==> config.mk <==
export PLATFORM = sky130hd
export DESIGN_NAME = seg7_capture
export DESIGN_NICKNAME = d
export VERILOG_FILES = /design/src/rtl/seg7_pkg.sv /design/src/rtl/seg7_stable_filter.sv /design/src/rtl/seg7_capture.sv
export SDC_FILE = /design/constraint.sdc
export NUM_CORES = 1
export LEC_CHECK = 0
export BUFFER_PORTS_ARGS = -buffer_cell sky130_fd_sc_hd__buf_2
export CORE_MARGIN = 2
export CORE_UTILIZATION = 51
export DETAILED_ROUTE_END_ITERATION = 12
export GPL_ROUTABILITY_DRIVEN = 0
export PLACE_DENSITY = 0.74
export SYNTH_ARGS = -nofsm -noshare
export SYNTH_HDL_FRONTEND = slang
export SYNTH_SLANG_ARGS = --single-unit
export TNS_END_PERCENT = 30
==> constraint.sdc <==
create_clock -name clk -period 3.6 [get_ports clk]
set_input_delay 0.9 -clock clk [delete_from_list [all_inputs] [get_ports clk]]
set_output_delay 0.9 -clock clk [all_outputs]
set_load 0.05 [all_outputs]
==> src/rtl/seg7_pkg.sv <==
// Shared definitions for the seven-segment capture block:
// segment codes, tracking states and the pattern decoder.
package seg7_pkg;

   localparam logic [6:0] SEG_0     = 7'h3F;
   localparam logic [6:0] SEG_1     = 7'h06;
   localparam logic [6:0] SEG_2     = 7'h5B;
   localparam logic [6:0] SEG_3     = 7'h4F;
   localparam logic [6:0] SEG_4     = 7'h66;
   localparam logic [6:0] SEG_5     = 7'h6D;
   localparam logic [6:0] SEG_6     = 7'h7D;
   localparam logic [6:0] SEG_7     = 7'h07;
   localparam logic [6:0] SEG_8     = 7'h7F;
   localparam logic [6:0] SEG_9     = 7'h6F;
   localparam logic [6:0] SEG_A     = 7'h77;
   localparam logic [6:0] SEG_B     = 7'h7C;
   localparam logic [6:0] SEG_C     = 7'h39;
   localparam logic [6:0] SEG_D     = 7'h5E;
   localparam logic [6:0] SEG_E     = 7'h79;
   localparam logic [6:0] SEG_F     = 7'h71;
   localparam logic [6:0] SEG_BLANK = 7'h00;

   typedef enum logic [1:0] {
      IDLE   = 2'd0,
      TRACK  = 2'd1,
      LOCKED = 2'd2
   } state_t;

   typedef struct packed {
      logic       valid;
      logic       blank;
      logic [3:0] digit;
   } dec_t;

   function automatic dec_t seg7_decode(input logic [6:0] seg);
      dec_t d;
      d = '0;
      d.valid = 1'b1;
      case (seg)
         SEG_0:     d.digit = 4'h0;
         SEG_1:     d.digit = 4'h1;
         SEG_2:     d.digit = 4'h2;
         SEG_3:     d.digit = 4'h3;
         SEG_4:     d.digit = 4'h4;
         SEG_5:     d.digit = 4'h5;
         SEG_6:     d.digit = 4'h6;
         SEG_7:     d.digit = 4'h7;
         SEG_8:     d.digit = 4'h8;
         SEG_9:     d.digit = 4'h9;
         SEG_A:     d.digit = 4'hA;
         SEG_B:     d.digit = 4'hB;
         SEG_C:     d.digit = 4'hC;
         SEG_D:     d.digit = 4'hD;
         SEG_E:     d.digit = 4'hE;
         SEG_F:     d.digit = 4'hF;
         SEG_BLANK: begin
            d.valid = 1'b0;
            d.blank = 1'b1;
         end
         default:   d.valid = 1'b0;
      endcase
      return d;
   endfunction

endpackage

==> src/rtl/seg7_stable_filter.sv <==
// Synchronizes the asynchronous segment bus and accepts a pattern
// once it has been seen unchanged for STABLE_CYCLES samples.
module seg7_stable_filter
   import seg7_pkg::*;
#(
   parameter int SYNC_STAGES   = 2,
   parameter int STABLE_CYCLES = 4
) (
   input  logic       clk,
   input  logic       rst,
   input  logic [6:0] seg_in,
   output logic [6:0] sample,
   output logic       accept
);

   // cnt counts repeats of prev, so a run of K equal samples
   // is reached when cnt hits K-2 and the current sample matches.
   localparam int CW =
      (STABLE_CYCLES > 2) ? $clog2(STABLE_CYCLES) : 1;
   localparam logic [CW-1:0] THR =
      CW'((STABLE_CYCLES > 2) ? STABLE_CYCLES - 2 : 0);

   logic [SYNC_STAGES-1:0][6:0] sync_q;
   logic [6:0]                  prev;
   logic [6:0]                  held;
   logic [CW-1:0]               cnt;
   logic                        same;
   logic                        stable;

   assign sample = sync_q[SYNC_STAGES-1];
   assign same   = (sample == prev);
   assign stable = (STABLE_CYCLES <= 1) || (same && (cnt >= THR));
   assign accept = stable && (sample != held);

   // Plain flop chain: no logic between synchronizer stages.
   always_ff @(posedge clk or posedge rst) begin
      if (rst) begin
         sync_q <= '0;
      end else begin
         sync_q <= {sync_q[SYNC_STAGES-2:0], seg_in};
      end
   end

   // Run-length counter and the currently accepted pattern.
   always_ff @(posedge clk or posedge rst) begin
      if (rst) begin
         prev <= SEG_BLANK;
         cnt  <= '0;
         held <= SEG_BLANK;
      end else begin
         prev <= sample;
         if (!same) begin
            cnt <= '0;
         end else if (cnt != THR) begin
            cnt <= cnt + 1'b1;
         end
         if (accept) begin
            held <= sample;
         end
      end
   end

endmodule

==> src/rtl/seg7_capture.sv <==
// Decodes a captured seven-segment bus back to hex, checks the
// +1 counting sequence and measures cycles between digit changes.
module seg7_capture
   import seg7_pkg::*;
#(
   parameter int SYNC_STAGES   = 2,
   parameter int STABLE_CYCLES = 4,
   parameter int PERIOD_W      = 24
) (
   input  logic                clk,
   input  logic                rst,
   input  logic [6:0]          seg_in,
   input  logic                clear,
   output logic [3:0]          digit,
   output logic                digit_valid,
   output logic                new_digit,
   output logic                invalid,
   output logic                seq_error,
   output logic [PERIOD_W-1:0] period,
   output logic                period_valid,
   output logic [7:0]          change_count
);

   logic [6:0]          sample;
   logic                accept;
   dec_t                dec;
   logic                acc_valid;
   logic                acc_blank;
   logic                acc_bad;
   state_t              state;
   state_t              state_next;
   logic                latch_period;
   logic                check_seq;
   logic                seq_bad;
   logic [PERIOD_W-1:0] pcnt;

   seg7_stable_filter #(
      .SYNC_STAGES   (SYNC_STAGES),
      .STABLE_CYCLES (STABLE_CYCLES)
   ) u_filter (
      .clk    (clk),
      .rst    (rst),
      .seg_in (seg_in),
      .sample (sample),
      .accept (accept)
   );

   assign dec       = seg7_decode(sample);
   assign acc_valid = accept && dec.valid;
   assign acc_blank = accept && dec.blank;
   assign acc_bad   = accept && !dec.valid && !dec.blank;
   assign seq_bad   = check_seq && (dec.digit != digit + 4'd1);

   // Tracking state register.
   always_ff @(posedge clk or posedge rst) begin
      if (rst) begin
         state <= IDLE;
      end else begin
         state <= state_next;
      end
   end

   // Next state; clear overrides, but a coinciding digit
   // still becomes the new reference.
   always_comb begin
      state_next   = state;
      latch_period = 1'b0;
      check_seq    = 1'b0;
      if (acc_valid) begin
         case (state)
            IDLE: state_next = TRACK;
            TRACK, LOCKED: begin
               state_next   = LOCKED;
               latch_period = 1'b1;
               check_seq    = 1'b1;
            end
            default: state_next = IDLE;
         endcase
      end else if (acc_blank) begin
         state_next = IDLE;
      end
      if (clear) begin
         state_next   = acc_valid ? TRACK : IDLE;
         latch_period = 1'b0;
         check_seq    = 1'b0;
      end
   end

   // Digit register and acceptance pulses.
   always_ff @(posedge clk or posedge rst) begin
      if (rst) begin
         digit       <= 4'h0;
         digit_valid <= 1'b0;
         new_digit   <= 1'b0;
         invalid     <= 1'b0;
      end else begin
         new_digit <= acc_valid;
         invalid   <= acc_bad;
         if (acc_valid) begin
            digit       <= dec.digit;
            digit_valid <= 1'b1;
         end else if (acc_blank) begin
            digit_valid <= 1'b0;
         end
      end
   end

   // Period counter restarts at each new digit and saturates.
   always_ff @(posedge clk or posedge rst) begin
      if (rst) begin
         pcnt <= '0;
      end else if (acc_valid) begin
         pcnt <= {{(PERIOD_W-1){1'b0}}, 1'b1};
      end else if (clear) begin
         pcnt <= '0;
      end else if (pcnt != '1) begin
         pcnt <= pcnt + 1'b1;
      end
   end

   // Statistics: sticky error, change count, latched period.
   always_ff @(posedge clk or posedge rst) begin
      if (rst) begin
         seq_error    <= 1'b0;
         change_count <= 8'd0;
         period       <= '0;
         period_valid <= 1'b0;
      end else if (clear) begin
         seq_error    <= 1'b0;
         change_count <= 8'd0;
         period       <= '0;
         period_valid <= 1'b0;
      end else begin
         if (seq_bad) begin
            seq_error <= 1'b1;
         end
         if (acc_valid) begin
            change_count <= change_count + 8'd1;
         end
         if (latch_period) begin
            period       <= pcnt;
            period_valid <= 1'b1;
         end
      end
   end

endmodule

==> out/results.tsv <==
metric	value	unit
vias per cell	5.55	
dpl cell area	4980	um^2
Final period util	84.4	%
via count	3324	
Post-Syn Area	4700	um^2
Post-synth EDFFs	0	
worst-case clock buffer depth	2	
Final Setup Violations	0	
crit path DAT	3300	ps
Sink Count	97	
post-detail-place hpwl	5.95	mm
DRT Wirelength	8.86	mm
Die Span Y	100	um
# resized after CTS	0	
Max IR drop VDD	199	uV
Seq/Total Area, Yosys	51.6	%
Worst path top cell family by delay	compound AO/OA/AOI/OAI gates	
antenna-violating nets left	0	
Net Sw Frac	23.4	%
Fin. Hold Viols	0	
Psw	468	uW
slowest stage cell, crit path	dfrtp_1	
synthesized area per cell	10.6	um^2
CTS Buf Count	9	
Tot GR Track Use	19.0	%
Fmax	329	MHz
Final Max Tran Viols	0	
max-cap violations	0	
cells after synthesis	443	
hold_buf cts	0	
Setup TNS Final	0	ps
synthesized flop and latch total	97	
Finished Layout Cells	599	
fillers	765	
# nets final	498	
CP max stage delay	750	ps
Clock Root Buffer	clkbuf_8	
minimum clock period	3040	ps
post-layout util	57.0	%
part of the power in the clock network	39.0	%
Slew HR	48.1	%
initial antenna violation count	0	
Synth Net Count	458	
Reg power frac	56.6	%
CP cell instances	or3_1 -> o21ai_1 -> a211oi_2 -> a211o_1 -> nand2b_1 -> buf_4 -> a211oi_1	
CTS tree	done	
Netlist cell types	55	
Die X	100	um
Worst Setup End Kind	flip-flop	
setup slack, reg-to-reg	560	ps
ant diodes	0	
Synth Flop Type	dfrtp_1	
most frequent cells in the layout	97 x dfrtp_1, 61 x nor2_1, 50 x buf_2	
Worst-Margin Slew	767	ps
# DRC	0	
H-tree depth	3	
LEAKAGE	0.00228	uW
critical path required time	3860	ps
die area	10000	um^2
port bufs	50	
total grt overflow	0	
postcts setup bufs	0	
Ys Warns	0	
WS Path Type	reg -> reg	
largest net degree at the start of global routing	66	
internal power	1530	uW
Comb power frac	4.4	%
vias in the first global route	3173	
Starting Density	51.6	%
Worst Setup Start Kind	flip-flop	
drt initial violations	174	
critical-path maximum fanout	18	
Setup Skew	14.0	ps
FFs w/ async S/R, synth	100	%
post-route cell area	5200	um^2
hold slack	358	ps
Buf/Inv on CP	1	
most common cell after layout, fill and taps aside	dfrtp_1	
row cnt	35	
worst min path class	reg -> reg	
status	finished clean	
Worst-Skew Late Latency	360	ps
placed insts	583	
PwrDens	385	nW/um^2
IO Count	51	
DR pass1 iterations	4	
global-route wire length before repair	15.3	mm
post-DR wirelength/cell	14.8	um
Layout area overhead	10.5	%
CTS clock-pin slew for the worst setup and hold paths	90	ps
RSZ-0062 raised after global routing	no	
Core Footprint	9110	um^2
share of cells above drive strength 1	18.6	%
[flip-flops by register name (all words and copies together) (netlist names)]
| register | flops |
|---|---|
| seq_error | 1 |
| digit_valid | 1 |
| state | 2 |
| pcnt | 24 |
| new_digit | 1 |
| invalid | 1 |
| period | 24 |
| digit | 4 |
| change_count | 8 |
| u_filter.cnt | 2 |
| u_filter.sample | 7 |
| u_filter.sync_q | 7 |
| u_filter.held | 7 |
| period_valid | 1 |
| u_filter.prev | 7 |
[cell families after synthesis]
logic type,synth area share [%]
AND/OR/NAND/NOR,18.9
AO/OA/AOI/OAI,8.78
XOR/XNOR,7.63
flip-flops,51.6
adder cells (fa/ha/maj),1.33
buffers and inverters,4.73
multiplexers,6.99
[Yosys cell counts (3+ instances only)]
cell type  instances  area, um^2
dfrtp_1           97        2430
nor2_1            61         229
xnor2_1           29         254
nand2_1           28         105
mux2i_1           25         250
inv_1             16        60.1
a21oi_1           15        75.1
nand3_1           13        65.1
nand4_1           12        75.1
nor3_1            12        60.1
o21ai_0           12        60.1
xor2_1            12         105
buf_2             11        55.1
clkbuf_1           9        33.8
mux2_2             7        78.8
and2_1             6        37.5
and3_1             6        37.5
ha_1               5        62.6
a211oi_1           4        30.0
nand2b_1           4        25.0
nand3b_1           4        30.0
o22ai_1            4        25.0
or3_1              4        25.0
nor4_1             3        18.8
or3b_1             3        26.3
[stage by stage]
stage                     power, uW  setup WS, ps
after global placement         1240           732
after floorplan                1220           166
final                          2000           561
after detailed placement       1240           587
after global routing           2080           296
after CTS                      2020           554
[worst paths after layout]
check,end,cells past startpoint,startpoint
min,u_filter.sample[2],0,u_filter.sync_q[2]
min reg2reg,u_filter.sample[2],0,u_filter.sync_q[2]
min in group asynchronous,u_filter.sync_q[4],2,rst
max reg2reg,pcnt[2],7,u_filter.sample[1]
max,pcnt[2],7,u_filter.sample[1]
max in group asynchronous,pcnt[11],3,rst
[power by group through the flow]
stage	clock (uW)	combinational [uW]	sequential, uW
3_3_place_gp	0	88.5	1150
2_1_floorplan	0	84.4	1130
3_5_place_dp	0	90.7	1150
6_report	780	88.4	1130
5_1_grt	843	102	1130
4_1_cts	796	90.9	1130
[per-layer routing]
layer	vias to the layer above	part of all wire, %	routed length [um]	track usage [%]
li1	1613	-	-	-
met1	1648	50	4450	27.8
met2	53	46	4040	28.9
met3	10	3.2	285	3.62
met4	0	1.0	89	5.90
met5	-	0	0	0
[layout make-up]
class / count / area, um^2 / area share [%]
clock inverters: 6 / 90.1 / 1.73
well taps: 111 / 139 / 2.67
multi-input cells: 304 / 2050 / 39.5
clock buffers: 10 / 128 / 2.46
repair buffers: 54 / 293 / 5.63
inverters: 17 / 65.1 / 1.25
flip-flops and latches: 97 / 2430 / 46.7
(Power assumes the default switching activity.)
